`src/rtl/dnlink_pkg.sv`:
```
// Shared types and constants for the downlink telemetry sequencer.
package dnlink_pkg;

  // Sequencer states: waiting for a frame start, or serialising a frame.
  typedef enum logic {
    IDLE  = 1'b0,
    SHIFT = 1'b1
  } state_t;

  // Width of the bit-index counter; covers 0..2*WORD_W for WORD_W up to 31.
  localparam int CTR_W = 6;

  // Default word width and the matching frame length (order bit + two words).
  localparam int WORD_W_DEF = 16;

  function automatic int frame_bits(input int word_w);
    return 2 * word_w + 1;
  endfunction

  localparam int FRAME_BITS = frame_bits(WORD_W_DEF);

endpackage

```
`src/rtl/dnlink_buffer.sv`:
```
// Software-facing holding registers for downlink words 1 and 2 plus the
// word-order bit. Each word carries a "loaded" flag that the sequencer clears
// when it snapshots the buffers; a write in the same cycle keeps its flag set.
module dnlink_buffer
  import dnlink_pkg::*;
#(
  parameter int WORD_W = WORD_W_DEF
) (
  input  logic              CLOCK,
  input  logic              rst,
  input  logic              WCH34,
  input  logic              WCH35,
  input  logic [WORD_W-1:0] CHWL,
  input  logic              ORDIN,
  input  logic              clr,
  output logic [WORD_W-1:0] h34,
  output logic [WORD_W-1:0] h35,
  output logic              hord,
  output logic              l34,
  output logic              l35
);

  // Holding registers and loaded flags; a write beats a same-cycle clear.
  always_ff @(posedge CLOCK) begin
    if (rst) begin
      h34  <= '0;
      h35  <= '0;
      hord <= 1'b0;
      l34  <= 1'b0;
      l35  <= 1'b0;
    end else begin
      if (WCH34) begin
        h34  <= CHWL;
        hord <= ORDIN;
      end
      if (WCH35) begin
        h35 <= CHWL;
      end
      l34 <= WCH34 | (l34 & ~clr);
      l35 <= WCH35 | (l35 & ~clr);
    end
  end

endmodule

```
`src/rtl/dnlink_sequencer.sv`:
```
// Downlink telemetry sequencer. On a frame start it snapshots the holding
// registers into a frame shift register and sends order bit, word 1, word 2,
// MSB first, one bit per bit-sync pulse. All outputs come straight from flops.
module dnlink_sequencer
  import dnlink_pkg::*;
#(
  parameter int WORD_W = WORD_W_DEF
) (
  input  logic              CLOCK,
  input  logic              rst,
  input  logic              DKSTRT,
  input  logic              DKBSNC,
  input  logic              WCH34,
  input  logic              WCH35,
  input  logic [WORD_W-1:0] CHWL,
  input  logic              ORDIN,
  output logic              DKDATA,
  output logic [CTR_W-1:0]  DKCTR,
  output logic              BUSY,
  output logic              DLKRPT,
  output logic              STALE,
  output logic              ERRSTRT
);

  localparam int FB = frame_bits(WORD_W);
  localparam logic [CTR_W-1:0] LAST_IDX = CTR_W'(FB - 1);

  state_t              state;
  logic [FB-1:0]       sr;
  logic [WORD_W-1:0]   h34;
  logic [WORD_W-1:0]   h35;
  logic                hord;
  logic                l34;
  logic                l35;
  logic                take_start;

  // A start is only honoured from IDLE; this also clears the loaded flags.
  assign take_start = (state == IDLE) && DKSTRT;

  dnlink_buffer #(.WORD_W(WORD_W)) u_buffer (
    .CLOCK (CLOCK),
    .rst   (rst),
    .WCH34 (WCH34),
    .WCH35 (WCH35),
    .CHWL  (CHWL),
    .ORDIN (ORDIN),
    .clr   (take_start),
    .h34   (h34),
    .h35   (h35),
    .hord  (hord),
    .l34   (l34),
    .l35   (l35)
  );

  // The frame register MSB is the current bit; it is zeroed whenever idle,
  // so the serial line rests low without extra gating.
  assign DKDATA = sr[FB-1];

  // Frame FSM: snapshot on start, shift on bit-sync, flag starts while busy.
  always_ff @(posedge CLOCK) begin
    if (rst) begin
      state   <= IDLE;
      sr      <= '0;
      DKCTR   <= '0;
      BUSY    <= 1'b0;
      DLKRPT  <= 1'b0;
      STALE   <= 1'b0;
      ERRSTRT <= 1'b0;
    end else begin
      DLKRPT  <= 1'b0;
      ERRSTRT <= 1'b0;
      case (state)
        IDLE: begin
          // Bit-sync is ignored here, even when it coincides with a start.
          if (DKSTRT) begin
            sr     <= {hord, h34, h35};
            DKCTR  <= '0;
            BUSY   <= 1'b1;
            STALE  <= ~(l34 & l35);
            DLKRPT <= 1'b1;
            state  <= SHIFT;
          end
        end
        SHIFT: begin
          if (DKSTRT) begin
            ERRSTRT <= 1'b1;
          end
          if (DKBSNC) begin
            if (DKCTR == LAST_IDX) begin
              sr    <= '0;
              DKCTR <= '0;
              BUSY  <= 1'b0;
              STALE <= 1'b0;
              state <= IDLE;
            end else begin
              sr    <= {sr[FB-2:0], 1'b0};
              DKCTR <= DKCTR + 1'b1;
            end
          end
        end
        default: state <= IDLE;
      endcase
    end
  end

endmodule

```
`config.mk`:
```
export PLATFORM = sky130hd
export DESIGN_NAME = dnlink_sequencer
export DESIGN_NICKNAME = d
export VERILOG_FILES = /design/src/rtl/dnlink_pkg.sv /design/src/rtl/dnlink_buffer.sv /design/src/rtl/dnlink_sequencer.sv
export SDC_FILE = /design/constraint.sdc
export NUM_CORES = 1
export LEC_CHECK = 0
export ABC_AREA = 0
export BUFFER_PORTS_ARGS = -buffer_cell sky130_fd_sc_hd__buf_2
export CAP_MARGIN = 0
export CORE_MARGIN = 2
export CORE_UTILIZATION = 47
export DETAILED_ROUTE_END_ITERATION = 16
export PLACE_DENSITY = 0.71
export SETUP_SLACK_MARGIN = 0.2
export SYNTH_ARGS = -nofsm -noshare
export SYNTH_HDL_FRONTEND = slang
export SYNTH_SLANG_ARGS = --single-unit
```
`constraint.sdc`:
```
create_clock -name CLOCK -period 2.66 [get_ports CLOCK]
set_clock_uncertainty 0.15 [all_clocks]
set_input_delay 0.532 -clock CLOCK [delete_from_list [all_inputs] [get_ports CLOCK]]
set_output_delay 0.532 -clock CLOCK [all_outputs]
set_load 0.01 [all_outputs]
```
After elaboration in Yosys (flattened, before gate mapping) --
Cells that the tools add are included.
Word-level totals: flip-flop bits (word level) 79
Operators by class: add/subtract/negate cells 1, equal/unequal tests 4, muxes and demuxes 18, bitwise logic cells 8, reductions and logical operators 5
Operators by type and width (number):
- $mux W33 | 3
- $pmux W33 S2 | 1
- $mux W6 | 3
- $pmux W6 S2 | 1
- $mux W1 | 7
- $add A6 B1 Y6 const B | 1
- $eq A6 B6 Y1 const B | 1
- $pmux W1 S2 | 3
- $ne A2 B2 Y1 const B | 2
- $reduce_or A2 Y1 | 2
- $and A1 B1 Y1 | 3
- $not A1 Y1 | 3
- $reduce_and A3 Y1 | 1
- $ne A2 B1 Y1 const B | 1
- $or A1 B1 Y1 | 2
- $reduce_and A2 Y1 | 1
- $logic_and A1 B1 Y1 | 1

Longest topological paths before layout --
Gate-level depths: netlist of run 1.
word-level depth 5, depth in mapped cells 7, mapped depth without buffers 6

By module --
A second synthesis of run 1 with hierarchy kept.
Unflattened totals: cells, all modules 357, area, all modules 3357.0 um^2
Modules (own cells, without submodules):
- dnlink_sequencer | instances 1, cells an instance 242, area an instance 2089.5 um^2, seq. area each 880.8 um^2
- dnlink_buffer | instances 1, cells an instance 115, area an instance 1267.5 um^2, seq. area each 700.7 um^2

Worst setup path before layout of run 1 --
No wires, ideal clock.
path kind register to register, from register DKCTR[0], to register sr[5], arrival 1468 ps, slack 962 ps, cell stages (with the launch flop) 8, path buffers 1, clock period less this slack 1698 ps, cell sequence dfxtp_1 > inv_1 > ha_1 > nor4b_2 > a21boi_2 > buf_6 > nand2_2 > a211oi_2
Between the ends: cells in the longest elaborated chain, start to end 4
RTL lines:
- start: declaration | RTL line dnlink_sequencer.sv:18 | output logic [CTR_W-1:0] DKCTR,
- start signal: assignment | RTL line dnlink_sequencer.sv:97 | DKCTR <= DKCTR + 1'b1;
- $eq A6 B6 Y1 | RTL line dnlink_sequencer.sv:89 | if (DKCTR == LAST_IDX) begin
- $mux W33 | RTL line dnlink_sequencer.sv:89
- $mux W33 | RTL line dnlink_sequencer.sv:88 | if (DKBSNC) begin
- $pmux W33 S2 | RTL line dnlink_sequencer.sv:72 | case (state)
- end signal: assignment | RTL line dnlink_sequencer.sv:76 | sr <= {hord, h34, h35};
- end signal: assignment | RTL line dnlink_sequencer.sv:96 | sr <= {sr[FB-2:0], 1'b0};
- end: declaration | RTL line dnlink_sequencer.sv:29 | logic [FB-1:0] sr;
Every way passes these cells. The select of a mux whose other input is x is not followed. A chain may end at the register's enable or synchronous reset.

Worst setup path in the final report of run 1 --
from register state, to register sr[4]
Between the ends: cells in the longest elaborated chain, start to end 3
RTL lines:
- start: declaration | RTL line dnlink_sequencer.sv:28 | state_t state;
- start signal: assignment | RTL line dnlink_sequencer.sv:62 | state <= IDLE;
- start signal: assignment | RTL line dnlink_sequencer.sv:81 | state <= SHIFT;
- start signal: assignment | RTL line dnlink_sequencer.sv:94 | state <= IDLE;
- $not A1 Y1
- $ne A2 B2 Y1 (no line)
- $reduce_and A2 Y1 (no line)
Parallel ways exist; a longest one is shown, timed or not.

==> out/metrics.yaml, run 1 <==
clock_network:
  numCtsBuffers: 9
  cts.sinks: 79
  clkSlewWorstSetupHoldPaths_ns: 0.08
  post_cts_resize_count: 0
  tritoncts: "built"
  worst_skew_pair.late_latency_ns: 0.35
  cts_max_path_buffers: 2
  cts.hold.buffers_added: 0
  cts_root_buf: "sky130_fd_sc_hd__clkbuf_8"
  post_cts.repair.setup_buffers: 0
  htree_num_levels: 3
grt:
  overflow_after_grt: 0
  grt_first_pass_wirelength_mm: 11.6
  grt_start_max_net_pins: 80
  grt_pass1_vias: 2448
  grt.total_usage_pct: 19.0
  global_route.usage.met3_pct: 6.46
  gr-max-usage-layer: "met2"
  grt_use_met1_pct: 24.9
  globalRouteMet2Util_pct: 30.2
  grt_antenna_before_repair: 0
finish:
  drive_gt1_share_pct: 27.5
  stdcell_area_um2: 3760
  antenna-diode-count: 0
  final_net_count: 398
  syn2layout_area_growth_pct: 10.5
  final-instance-count-excl-fill: 477
  n_fill_cell: 695
power:
  leakagePower_uw: 0.00151
  cellPowerDensity_nw_per_um2: 693
  power.total_uw: 2610
  largest_voltage_drop_on_the_vdd_net_uv: 418
critical_path:
  crit_required_ns: 2.73
  crit_path_max_fanout: 38
  timing.critical_path.buf_inv: 0
  setup.worst_path.start_class: "flop"
  critPathArrivalTime_ns: 2.05
  worst-r2r-cell-count: 4
  crit_cells: 4
  worst_path_max_delay_cell: "sky130_fd_sc_hd__dfxtp_1"
  cpLargestDelayFamily: "simple AND/OR/NAND/NOR gates"
  delay_of_the_slowest_cell_on_the_worst_path_ns: 0.55
  cp_cell_sequence: "nand2b_4, nand2_4, nor2_1, a211oi_2"
  setup.worst_path.class: "reg -> reg"
  timing.critical_path.to_type: "flop"
timing:
  fmax_mhz: 506
  final_setup_violation_count: 0
  period_share_pct: 74.3
  whs_ns: 0.273
  actual_slew_at_the_worst_max_slew_pin_ns: 0.633
  finalHoldViolCount: 0
  rsz0062_at_grt: "no"
  number_of_pins_exceeding_their_max_slew_limit_in_the_final_report: 0
  slew_headroom_pct: 57.8
  fin_setup_tns_ns: 0
  final_period_minus_worst_setup_slack_ns: 1.98
floorplan:
  num_ports: 34
  die_w_um: 89.1
  die_area_um2: 7940
  rows: 31
  floorplan.initialDensity_pct: 47.7
  placeableCoreArea_um2: 7140
  chipHeight_um: 89.1
logic_synthesis:
  seq_total_area_yosys_pct: 46.5
  synth.largest_area_cell: "sky130_fd_sc_hd__dfxtp_1"
  ys_top_cells_by_area: "sky130_fd_sc_hd__dfxtp_1, sky130_fd_sc_hd__a211oi_2, sky130_fd_sc_hd__mux2i_1, sky130_fd_sc_hd__nor2_1, sky130_fd_sc_hd__o21ai_1"
  synth.ff_latch_count: 79
  mappedNetlistArea_um2: 3400
  netlist-cell-type-count: 29
  netlist_instances: 355
  yosysTopAreaCellShare_pct: 46.5
  ys_warn_count: 0
  synth_area_per_cell_um2: 9.59
  syn-num-nets: 380
place:
  port-buffer-count: 33
  placed_area_um2: 3560
  placedCellCount: 461
  gpl.final_weighted_congestion: 0.755
  detailedPlacementHpwl_mm: 4.14
run_status:
  outcome: "finished, final reports clean"
drt:
  drt_first_iter_violations: 153
  drc: 0
  detailedRoute.firstPassIterationCount: 4
  avg_vias_per_cell: 5.30
  wl_per_cell_um: 14.0
  vias: 2526
  post_drt_antenna_nets: 0
  wirelength_mm: 6.70
worst_hold_path:
  min-delay-path-class: "in -> reg"
  timing.hold.worst_path_depth: 3
run:
  maxCapViolCount: 0
-- cells in the mapped netlist (all sizes together) --
cell type and number:
clkbuf 10, ha 2, nand2 41, nand4b 1, nor3 4, buf 18, o21ai 35, dfxtp 79
a211oi 32, a21boi 1, inv 3, nor2 74, a21oi 7, nand2b 1, a22oi 1, mux2i 34
nor4b 1, nand3 6, xnor2 2, a31oi 1, nor2b 2
-- sequential cells by signal, indices dropped and copies added, names as in the netlist --
register	cells
sr	33
u_buffer.h34	16
u_buffer.h35	16
DKCTR	6
BUSY	1
DLKRPT	1
ERRSTRT	1
STALE	1
state	1
u_buffer.hord	1
u_buffer.l34	1
u_buffer.l35	1
-- cell families (layout without fill, tap and decap cells) --
kind of cell,Yosys count,after routing,share of synthesized area (%)
compound gates,77,77,18.8
xor+xnor,2,2,0.515
fa+ha+maj,2,2,0.735
buf+inv,31,54,5.73
flops,79,79,46.5
mux,34,34,10.4
simple gates,130,130,17.4
-- worst reg2reg max path, delay by kind of cell (launching register included) --
kind | cells | cell delay (ns)
compound gates | 1 | 0.07
flops | 1 | 0.55
simple gates | 3 | 1.09
-- per-layer routing --
layer | vias to the layer above | wire, um
met2 | 58 | 3070
met5 | - | 0
met4 | 0 | 69
li1 | 1241 | -
met3 | 8 | 324
met1 | 1219 | 3230
-- power breakdown --
group / switching, uW / internal [uW] / total [uW]
clock network: 444 / 464 / 908
registers: 52.0 / 1270 / 1320
logic: 229 / 148 / 377
total: 725 / 1880 / 2610
-- cell type report --
class	instances	area (um2)	area share, %
Clock buffer	10	138	3.66
Clock inverter	6	68.8	1.83
Inverter	3	11.3	0.299
Multi-Input combinational cell	245	1640	43.5
Sequential cell	79	1580	42.0
Tap cell	99	124	3.29
Timing Repair Buffer	35	205	5.45
-- layout by cell type, fill, tap and decap left out, drive strengths merged --
master,Yosys,layout
nor2b,2,2
a21oi,7,7
a211oi,32,32
buf,18,35
a31oi,1,1
nand2,41,41
nor4b,1,1
mux2i,34,34
a21boi,1,1
nand3,6,6
o21ai,35,35
dfxtp,79,79
bufinv,0,1
clkinv,0,3
clkinvlp,0,1
ha,2,2
xnor2,2,2
nand2b,1,1
inv,3,4
a22oi,1,1
nand4b,1,1
nor3,4,4
nor2,74,74
clkbuf,10,10
-- path summary, 6_finish.rpt --
| check | start | end | slack (ns) |
|---|---|---|---|
| max | state | sr[4] | 0.68 |
| min | ORDIN | u_buffer.hord | 0.27 |
| max reg2reg | state | sr[4] | 0.68 |
| min reg2reg | sr[11] | sr[12] | 0.32 |
-- through the flow --
step	util, %	worst slack (ns)
floorplan	-	0.962
global placement	49.8	0.719
detailed placement	49.8	0.680
CTS	52.7	0.678
global route	52.7	0.547
finish	52.7	0.684
(Power assumes the default switching activity.)
==> run 2, diff against run 1 <==
- clock period: 2.66 -> 1.9 ns (I/O delays scaled with it)
==> out/metrics.yaml, run 2 (synthesis results as in run 1) <==
critical_path:
  rr_endpoint: "sr[19]"
  crit_required_ns: 2.03
  worst_path_max_delay_cell: "sky130_fd_sc_hd__dfxtp_2"
  r2r_start: "DKCTR[1]"
  reg2reg_slack_ns: 0.23
  setup.worst_path.start_class: "flop"
  delay_of_the_slowest_cell_on_the_worst_path_ns: 0.36
  setup.worst_path.class: "reg -> reg"
  critPathArrivalTime_ns: 1.80
  worst-r2r-cell-count: 8
  cp_cell_sequence: "inv_2, ha_4, nor4b_4, a21boi_4, buf_12, clkbuf_16, nand2_1, a211oi_2"
  crit_path_max_fanout: 8
  timing.critical_path.to_type: "flop"
drt:
  detailedRoute.firstPassIterationCount: 4
  wl_per_cell_um: 15.2
  drt_first_iter_violations: 194
  wirelength_mm: 7.41
  drc: 0
  vias: 2577
  avg_vias_per_cell: 5.29
  post_drt_antenna_nets: 0
timing:
  period_share_pct: 88.0
  fmax_mhz: 598
  final_setup_violation_count: 0
  fin_setup_tns_ns: 0
  actual_slew_at_the_worst_max_slew_pin_ns: 0.611
  finalHoldViolCount: 0
  number_of_pins_exceeding_their_max_slew_limit_in_the_final_report: 0
  final_period_minus_worst_setup_slack_ns: 1.67
  rsz0062_at_grt: "yes"
  slew_headroom_pct: 59.2
finish:
  final_net_count: 408
  drive_gt1_share_pct: 31.2
  antenna-diode-count: 0
  final_cell_mix: "sky130_fd_sc_hd__dfxtp_1, sky130_fd_sc_hd__nor2_1, sky130_fd_sc_hd__mux2i_1, sky130_fd_sc_hd__buf_2, sky130_fd_sc_hd__a211oi_2"
  largest_registers: "sr: 33 flops, u_buffer.h34: 16 flops, u_buffer.h35: 16 flops"
  largest_register: "sr"
  final_common_cell: "sky130_fd_sc_hd__dfxtp_1"
  largest_register_ffs: 33
  syn2layout_area_growth_pct: 16.9
  stdcell_area_um2: 3980
floorplan:
  chipHeight_um: 89.1
  die_area_um2: 7940
  num_ports: 34
  die_w_um: 89.1
  floorplan.initialDensity_pct: 47.7
  rows: 31
  placeableCoreArea_um2: 7140
clock_network:
  cts_root_buf: "sky130_fd_sc_hd__clkbuf_8"
  tritoncts: "built"
  worst_skew_pair.late_latency_ns: 0.35
  clkSlewWorstSetupHoldPaths_ns: 0.08
  cts.sinks: 79
  htree_num_levels: 3
  cts.hold.buffers_added: 0
  cts_max_path_buffers: 2
  numCtsBuffers: 9
run:
  maxCapViolCount: 0
worst_hold_path:
  min_to: "u_buffer.hord"
  holdCritStartpoint: "ORDIN"
  min-delay-path-class: "in -> reg"
  timing.hold.worst_path_depth: 3
place:
  detailedPlacementHpwl_mm: 4.48
  gpl.final_weighted_congestion: 0.791
  placed_area_um2: 3610
  port-buffer-count: 33
grt:
  grt_start_max_net_pins: 80
  overflow_after_grt: 0
  grt_antenna_before_repair: 0
  grt_pass1_vias: 2479
  grt.total_usage_pct: 19.7
  grt_first_pass_wirelength_mm: 12.0
power:
  cellPowerDensity_nw_per_um2: 936
  power.total_uw: 3720
  largest_voltage_drop_on_the_vdd_net_uv: 539
  leakagePower_uw: 0.00162
run_status:
  outcome: "finished, final reports clean"
[run 2: cell types whose count changed in the layout (fill, tap and decap cells not counted), moves of 3 or more]
cell	before	now
sky130_fd_sc_hd__buf_4	0	4
sky130_fd_sc_hd__dfxtp_2	0	3
sky130_fd_sc_hd__dfxtp_1	79	76
sky130_fd_sc_hd__buf_12	2	5
[run 2: critical path: cells and delay by family, from the launching register on]
family / cells / cell delay [ns]
AO/OA/AOI/OAI: 2 / 0.39
AND/OR/NAND/NOR: 2 / 0.20
flip-flops: 1 / 0.36
buffers and inverters: 3 / 0.35
adder cells (fa/ha/maj): 1 / 0.15
[run 2: cell type report]
class | count | area, um2
timing repair buffer | 45 | 378
fill | 641 | 3160
inverter | 3 | 11.3
multi-input combinational | 245 | 1690
sequential | 79 | 1590
tap | 99 | 124
clock inverter | 4 | 45.0
clock buffer | 12 | 145
[run 2: worst max path at each step]
stage / start / end / slack, ns / cells after the start
after global placement: DKCTR[0] / sr[20] / 0.24 / 7
after global routing: DKCTR[0] / sr[26] / 0.17 / 8
after floorplan: DKCTR[0] / sr[5] / 0.20 / 7
after CTS: DKCTR[0] / state / 0.19 / 8
final: DKCTR[1] / sr[19] / 0.23 / 8
after detailed placement: DKCTR[0] / sr[15] / 0.18 / 7
[run 2: power by group]
part	internal [uW]	switching (uW)	leakage, uW
registers	1780	77.4	0.000653
clock network	638	602	0.000100
logic	278	347	0.000868
[run 2: what timing repair did]
item                       4_1_cts  5_1_grt
gates resized for setup          6        9
cloned                           1        2
pin swaps                        2        8
buffers inserted                 3        0
setup endpoints to repair       36       37
[run 2: per-layer routing]
layer | vias to the layer above | GRT usage (%) | part of all wire [%]
met4 | 0 | 8.82 | 1.7
met1 | 1225 | 26.7 | 46
met5 | - | 0 | 0
met3 | 11 | 3.88 | 5.2
met2 | 69 | 30.6 | 47
li1 | 1272 | - | -
[run 2: stage by stage]
| step | util (%) | worst slack, ns | instances | hold slack, ns |
|---|---|---|---|---|
| floorplan | - | 0.202 | 355 | 0.298 |
| global placement | 50.6 | 0.238 | 465 | 0.309 |
| detailed placement | 50.6 | 0.182 | 465 | 0.312 |
| CTS | 54.6 | 0.193 | 485 | 0.0980 |
| global route | 55.8 | 0.167 | 487 | 0.109 |
| finish | 55.8 | 0.228 | 487 | 0.113 |
==> run 3, diff against run 2 <==
- CTS_BUF_LIST: not set -> sky130_fd_sc_hd__clkbuf_16
==> out/metrics.yaml, run 3 (synthesis results as in run 1) <==
run_status:
  outcome: "finished, final reports clean"
grt:
  grt.total_usage_pct: 20.6
  overflow_after_grt: 0
  grt_first_pass_wirelength_mm: 12.5
  grt_antenna_before_repair: 0
  grt_pass1_vias: 2554
  grt_start_max_net_pins: 80
worst_hold_path:
  timing.hold.worst_path_depth: 3
  min-delay-path-class: "in -> reg"
  holdCritStartpoint: "ORDIN"
  min_to: "u_buffer.hord"
finish:
  largest_register: "sr"
  final_util_pct: 57.4
  syn2layout_area_growth_pct: 20.3
  largest_registers: "sr: 33 flops, u_buffer.h34: 16 flops, u_buffer.h35: 16 flops"
  final_cell_mix: "sky130_fd_sc_hd__dfxtp_1, sky130_fd_sc_hd__nor2_1, sky130_fd_sc_hd__mux2i_1, sky130_fd_sc_hd__buf_2, sky130_fd_sc_hd__a211oi_2"
  n_fill_cell: 637
  largest_register_ffs: 33
  stdcell_area_um2: 4100
  drive_gt1_share_pct: 32.0
  final_common_cell: "sky130_fd_sc_hd__dfxtp_1"
  final_net_count: 408
  antenna-diode-count: 0
drt:
  drc: 0
  avg_vias_per_cell: 5.29
  vias: 2576
  wl_per_cell_um: 15.3
  drt_first_iter_violations: 158
  wirelength_mm: 7.47
  detailedRoute.firstPassIterationCount: 5
  post_drt_antenna_nets: 0
clock_network:
  clkSlewWorstSetupHoldPaths_ns: 0.06
  tritoncts: "built"
  numCtsBuffers: 9
  cts_root_buf: "sky130_fd_sc_hd__clkbuf_16"
  cts_max_path_buffers: 2
  worst_skew_pair.late_latency_ns: 0.33
  cts.hold.buffers_added: 0
  cts.sinks: 79
  htree_num_levels: 3
critical_path:
  crit_path_max_fanout: 5
  crit_required_ns: 1.96
  r2r_start: "DKCTR[0]"
  worst-r2r-cell-count: 8
  setup.worst_path.start_class: "flop"
  critPathArrivalTime_ns: 1.74
  reg2reg_slack_ns: 0.22
  rr_endpoint: "state"
  setup.worst_path.class: "reg -> reg"
  timing.critical_path.to_type: "flop"
place:
  port-buffer-count: 33
  gpl.final_weighted_congestion: 0.791
  placed_area_um2: 3610
  detailedPlacementHpwl_mm: 4.48
timing:
  period_share_pct: 88.5
  finalHoldViolCount: 0
  slew_headroom_pct: 60.2
  fmax_mhz: 595
  actual_slew_at_the_worst_max_slew_pin_ns: 0.597
  final_setup_violation_count: 0
  rsz0062_at_grt: "yes"
  number_of_pins_exceeding_their_max_slew_limit_in_the_final_report: 0
  fin_setup_tns_ns: 0
  final_period_minus_worst_setup_slack_ns: 1.68
floorplan:
  die_w_um: 89.1
  floorplan.initialDensity_pct: 47.7
  num_ports: 34
  chipHeight_um: 89.1
  rows: 31
  die_area_um2: 7940
  placeableCoreArea_um2: 7140
run:
  maxCapViolCount: 0
power:
  leakagePower_uw: 0.00167
  cellPowerDensity_nw_per_um2: 1010
  largest_voltage_drop_on_the_vdd_net_uv: 572
-- run 3: repair_timing --
action,CTS,global route
gates resized for setup,11,10
pin swaps,2,11
setup endpoints to repair,35,24
buffers inserted,3,0
gates cloned,2,1
-- run 3: final cells by class --
type / instances / area [um2] / share of cell area, %
Timing Repair Buffer: 45 / 380 / 9.29
Inverter: 3 / 11.3 / 0.275
Sequential cell: 79 / 1590 / 38.7
Clock buffer: 9 / 225 / 5.50
Tap cell: 99 / 124 / 3.02
Clock inverter: 7 / 56.3 / 1.37
Multi-Input combinational cell: 245 / 1710 / 41.8
-- run 3: how the worst max path moves through the flow --
| stage | start | end |
|---|---|---|
| floorplan | DKCTR[0] | sr[5] |
| global placement | DKCTR[0] | sr[20] |
| detailed placement | DKCTR[0] | sr[15] |
| CTS | DKCTR[0] | state |
| global route | DKCTR[0] | sr[21] |
| finish | DKCTR[0] | state |
-- run 3: report_power, final --
group          switching [uW]  internal (uW)  total, uW
combinational             354            282        636
clock                     659            996       1650
sequential               79.3           1780       1860
total                    1090           3060       4150
-- run 3: metrics by stage --
stage          setup WS, ns  power (uW)  cells  hold WS (ns)
2_1_floorplan         0.202        2320    355         0.298
3_3_place_gp          0.238        2430    465         0.309
3_5_place_dp          0.182        2440    465         0.312
4_1_cts               0.214        4150    486         0.126
5_1_grt               0.164        4320    487         0.131
6_report              0.218        4150    487         0.133
-- run 3: critical path, cell delays in order, from the launching register on --
cell                       delay (ns)
sky130_fd_sc_hd__dfxtp_2         0.32
sky130_fd_sc_hd__inv_2           0.07
sky130_fd_sc_hd__ha_4            0.13
sky130_fd_sc_hd__nor4b_4         0.26
sky130_fd_sc_hd__a21boi_4        0.12
sky130_fd_sc_hd__buf_12          0.15
sky130_fd_sc_hd__buf_12          0.14
sky130_fd_sc_hd__nor3_4          0.15
sky130_fd_sc_hd__nor2_1          0.06
-- run 3: per-layer routing --
layer | track usage [%] | routed length, um | vias to the layer above
met1 | 27.8 | 3480 | 1233
met3 | 3.97 | 300 | 13
met2 | 32.1 | 3550 | 55
met4 | 9.23 | 141 | 0
li1 | - | - | 1275
met5 | 0 | 0 | -
